===== src/rtl/typed_skid_stage.sv =====
// Two-entry valid/ready skid buffer for a packed array of DTYPE elements; in_ready is registered.
// Optional TYPED_SKID_STAGE_XFER_CNT_EN adds a 16-bit wrapping count of downstream transfers.
module typed_skid_stage #(
    parameter int  width = 1,
    parameter type DTYPE = logic
) (
    input  logic                   clk,
    input  logic                   rst_n,
    input  logic                   in_valid,
    output logic                   in_ready,
    input  DTYPE [width-1:0]       d,
    output logic                   out_valid,
    input  logic                   out_ready,
    output DTYPE [width-1:0]       q
`ifdef TYPED_SKID_STAGE_XFER_CNT_EN
    ,
    output logic [15:0]            xfer_cnt
`endif
);

    // Encoding is {main_v, skid_v}, so 2'b01 is the unreachable skid-without-main case.
    typedef enum logic [1:0] {
        EMPTY = 2'b00,
        ONE   = 2'b10,
        FULL  = 2'b11
    } state_e;

    state_e           state_q, state_d;
    DTYPE [width-1:0] main_q, main_d;
    DTYPE [width-1:0] skid_q, skid_d;

    logic main_v;
    logic skid_v;
    logic in_fire;
    logic out_fire;

    assign main_v    = state_q[1];
    assign skid_v    = state_q[0];
    assign in_ready  = ~skid_v;
    assign out_valid = main_v;
    assign q         = main_q;
    assign in_fire   = in_valid & ~skid_v;
    assign out_fire  = main_v & out_ready;

    always_comb begin
        state_d = state_q;
        main_d  = main_q;
        skid_d  = skid_q;
        case (state_q)
            EMPTY: begin
                if (in_fire) begin
                    state_d = ONE;
                    main_d  = d;
                end
            end
            ONE: begin
                if (in_fire && out_fire) begin
                    main_d = d;
                end else if (in_fire) begin
                    state_d = FULL;
                    skid_d  = d;
                end else if (out_fire) begin
                    state_d = EMPTY;
                end
            end
            FULL: begin
                if (out_fire) begin
                    state_d = ONE;
                    main_d  = skid_q;
                end
            end
            default: state_d = EMPTY;
        endcase
    end

    always_ff @(posedge clk) begin
        if (!rst_n) begin
            state_q <= EMPTY;
            main_q  <= '0;
            skid_q  <= '0;
        end else begin
            state_q <= state_d;
            main_q  <= main_d;
            skid_q  <= skid_d;
        end
    end

`ifdef TYPED_SKID_STAGE_XFER_CNT_EN
    logic [15:0] cnt_q, cnt_d;

    always_comb begin
        cnt_d = cnt_q;
        if (out_fire) begin
            cnt_d = cnt_q + 16'd1;
        end
    end

    always_ff @(posedge clk) begin
        if (!rst_n) begin
            cnt_q <= 16'd0;
        end else begin
            cnt_q <= cnt_d;
        end
    end

    assign xfer_cnt = cnt_q;
`endif

    a_no_skid_without_main: assert property (@(posedge clk) disable iff (!rst_n) !(skid_v && !main_v));

endmodule


===== config.mk =====
export PLATFORM = sky130hd
export DESIGN_NAME = typed_skid_stage
export DESIGN_NICKNAME = d
export VERILOG_FILES = /design/src/rtl/typed_skid_stage.sv
export SDC_FILE = /design/constraint.sdc
export NUM_CORES = 1
export LEC_CHECK = 0
export ABC_CLOCK_PERIOD_IN_PS = 3550
export CAP_MARGIN = 30
export CORE_AREA = 2 2 39 41
export CTS_CLUSTER_SIZE = 8
export DETAILED_ROUTE_END_ITERATION = 8
export DIE_AREA = 0 0 41 43
export PLACE_DENSITY = 0.44
export SYNTH_ARGS = -nofsm -noshare
export SYNTH_HDL_FRONTEND = slang
export SYNTH_SLANG_ARGS = --single-unit

===== constraint.sdc =====
create_clock -name clk -period 3.55 [get_ports clk]
set_input_delay 0.5325 -clock clk [delete_from_list [all_inputs] [get_ports clk]]
set_output_delay 0.5325 -clock clk [all_outputs]
set_load 0.05 [all_outputs]

==> impl_metrics.py <==
metrics = {
    "critical_path": {
        "r2r_start": "state_q[1]$_SDFFE_PN0P_",
        "max_stage_delay_ps": 860,
        "critPathKind": "reg2out",
        "crit_buf_inv": 1,
        "crit_fanout": 8,
        "cp_cell_sequence": "clkdlybuf4s50_1",
        "r2r_cells": 5,
        "rrSetupSlack_ps": 1980,
        "cp_top_family": "buffers and inverters",
        "crit_start": "state_q[1]$_SDFFE_PN0P_",
        "critPathRequiredTime_ps": 3020,
        "reg2reg_to": "q$_SDFFE_PN0P_",
        "crit_arrival_ps": 1560,
        "slowest_stage": "clkdlybuf4s50_1",
        "end_kind": "primary output",
        "critPathLaunchType": "flop",
    },
    "clocking": {
        "cts_setup_buffers": 0,
        "cts_tree": "built",
        "ctsResizeCount": 0,
        "ctsHoldBuffers": 0,
        "cts-root-buf": "clkbuf_4",
        "htree_levels": 1,
        "clock_path_buffers": 2,
        "clock_sinks": 4,
        "clk_pin_slew_ps": 30,
        "clk_latency_ps": 230,
        "cts_made_buffers": 3,
    },
    "power": {
        "p_seq_frac": 0.249,
        "p_int_uw": 172,
        "combPwrFrac": 0.575,
        "swShare": 0.441,
        "leakage_nw": 0.180,
        "p_switching_uw": 136,
        "ir_drop_mv": 0.206,
        "p_clk_frac": 0.176,
        "pwr_density_cell_mw_per_mm2": 727,
    },
    "grt": {
        "grt_max_degree": 9,
        "antenna_found_initial": 0,
        "grt.overflow.total": 0,
        "first_global_vias": 235,
        "grt.total_usage": 0.0843,
        "grt_pass1_wl_um": 917,
    },
    "die": {
        "fp.dieArea_mm2": 0.00176,
        "initial_core_util": 0.224,
        "core_mm2": 0.00138,
        "die_y_um": 43,
        "io_pins": 8,
        "num_rows": 14,
        "die_w_um": 41,
    },
    "yosys": {
        "synth_seq_cells": 4,
        "yosys_warnings": 0,
        "yosys-top-cells-area": "dfxtp_1 (26%), ha_1 (20%), mux2i_1 (9.7%), nor2b_1 (4.0%), mux2_2 (3.6%)",
        "netlist_instances": 33,
        "synth_top_cell_area_share": 0.258,
        "synth_commonest_cells": "ha_1 (5), dfxtp_1 (4), mux2i_1 (3), nand2_1 (3)",
        "synth-async-reset-ratio": 0,
        "yosysMostFrequentCell": "ha_1",
        "synth_flop_cell": "dfxtp_1",
        "seq_area_frac_synth": 0.258,
        "synth_top_area_cell": "dfxtp_1",
        "yosysUniqueCellTypes": 20,
        "synth.avg_cell_area_um2": 9.40,
        "synth_area_um2": 310,
        "synth_nets": 43,
        "synth_edf_count": 0,
    },
    "cells_and_area": {
        "fin_nets": 55,
        "nFillCells": 139,
        "stdcell_area_um2": 423,
        "diodes": 0,
        "utilization": 0.306,
        "drive_above_1_share": 0.140,
        "area_delta_synth_final_pct": 36.3,
    },
    "sta": {
        "hold_viol_final": 0,
        "fin_skew_ps": 0.115,
        "max_slew_margin": 0.674,
        "rsz0062_at_grt": "false",
        "fmax_mhz": 477,
        "tightest_slew_ps": 488,
        "worst_slack_ps": 1450,
        "fin_tns_setup_ps": 0,
        "fin_crit_sh": 0.591,
        "fin_hold_ws_ps": 505,
        "drv_slew": 0,
        "min_period_ps": 2100,
        "setup_violations": 0,
    },
    "placement": {
        "globalplace.congestion": 0.729,
        "dpl_worst_slack_ps": 1650,
        "dpl.hpwl_um": 481,
        "port_buffers": 7,
        "placed_cell_area_um2": 400,
    },
    "routing": {
        "drt-initial-drc-count": 3,
        "vias_per_cell": 4.37,
        "wl_per_cell_um": 9.76,
        "ant_nets": 0,
        "drt_drc_violations_left": 0,
        "drt_first_pass_iters": 4,
        "detailroute.via_count": 258,
        "drt_wl_total_um": 576,
    },
    "outcome": {
        "outcome": "complete, no violations",
    },
    "worst_hold_path": {
        "holdPathStages": 2,
        "min_from": "skid_q$_SDFFE_PN0P_",
        "holdPathEnd": "skid_q$_SDFFE_PN0P_",
        "hold_path.class": "reg2reg",
    },
    "run": {
        "drv_cap": 0,
    },
}
-- tightest hold or removal path, stage by stage, from the launching register on --
cell and delay (ps):
dfxtp_1 310, mux2i_1 70, nor2b_1 90
-- logic make-up (layout without fill, tap and decap cells) --
| logic type | Yosys count | count (layout) | share of synthesized area |
|---|---|---|---|
| and+or+nand+nor | 11 | 11 | 0.198 |
| AOI/OAI and AO/OA | 6 | 6 | 0.157 |
| adders and majority gates | 5 | 5 | 0.202 |
| muxes | 4 | 4 | 0.133 |
| DFF | 4 | 4 | 0.258 |
| buffers and inverters | 2 | 12 | 0.0242 |
| xor gates and xnor gates | 1 | 1 | 0.0282 |
-- sequential cells by signal, indices dropped and copies added, names as in the netlist --
name	count
q	1
state_q	2
skid_q	1
-- area by class of cell --
class                   count  area [um2]  share of cell area
multi-input cells          27         223               0.527
flip-flops and latches      4        80.1               0.189
repair buffers              7        70.1               0.166
clock buffers               3        22.5              0.0533
well taps                  16        20.0              0.0473
inverters                   2        7.51              0.0178
-- power groups by stage --
| stage | combinational [mW] | sequential, mW | clock (mW) |
|---|---|---|---|
| after CTS | 0.178 | 0.0772 | 0.0571 |
| after detailed placement | 0.178 | 0.0780 | 0 |
| after floorplan | 0.0965 | 0.111 | 0 |
| after global placement | 0.178 | 0.0758 | 0 |
| after global routing | 0.192 | 0.0803 | 0.0637 |
| final | 0.177 | 0.0766 | 0.0541 |
-- worst max path at each step --
stage / end / slack (ps) / cells after the start
finish: out_valid / 1450 / 1
global route: out_valid / 1370 / 1
CTS: out_valid / 1430 / 1
detailed placement: q$_SDFFE_PN0P_ / 1650 / 4
global placement: q$_SDFFE_PN0P_ / 1670 / 4
floorplan: q$_SDFFE_PN0P_ / 1730 / 5
-- cells in the final DEF (no fill, tap or decap) --
cell	instances
nand3_1	1
dfxtp_1	4
nand2b_1	1
nand2_1	3
inv_1	2
clkdlybuf4s50_1	7
clkbuf_4	3
mux2i_1	3
or3b_1	1
mux2_2	1
nor2_1	1
nor2b_1	2
a21oi_1	1
a22o_1	1
o21bai_1	1
xnor2_1	1
o311a_1	1
ha_1	5
nand2_2	1
a41oi_1	1
a21oi_2	1
nand3b_1	1
-- per-stage QoR --
stage	power, mW	std cells
detailed placement	0.256	56
global placement	0.254	56
CTS	0.313	59
global route	0.336	59
finish	0.308	59
floorplan	0.207	33
-- per-layer routing --
metal,global-route usage,vias to the layer above,wire length (um)
met2,0.113,6,285
met1,0.0962,116,257
met3,0.0785,0,33
met5,0,-,0
met4,0.0200,0,0
li1,-,136,-
(Power assumes the default switching activity.)
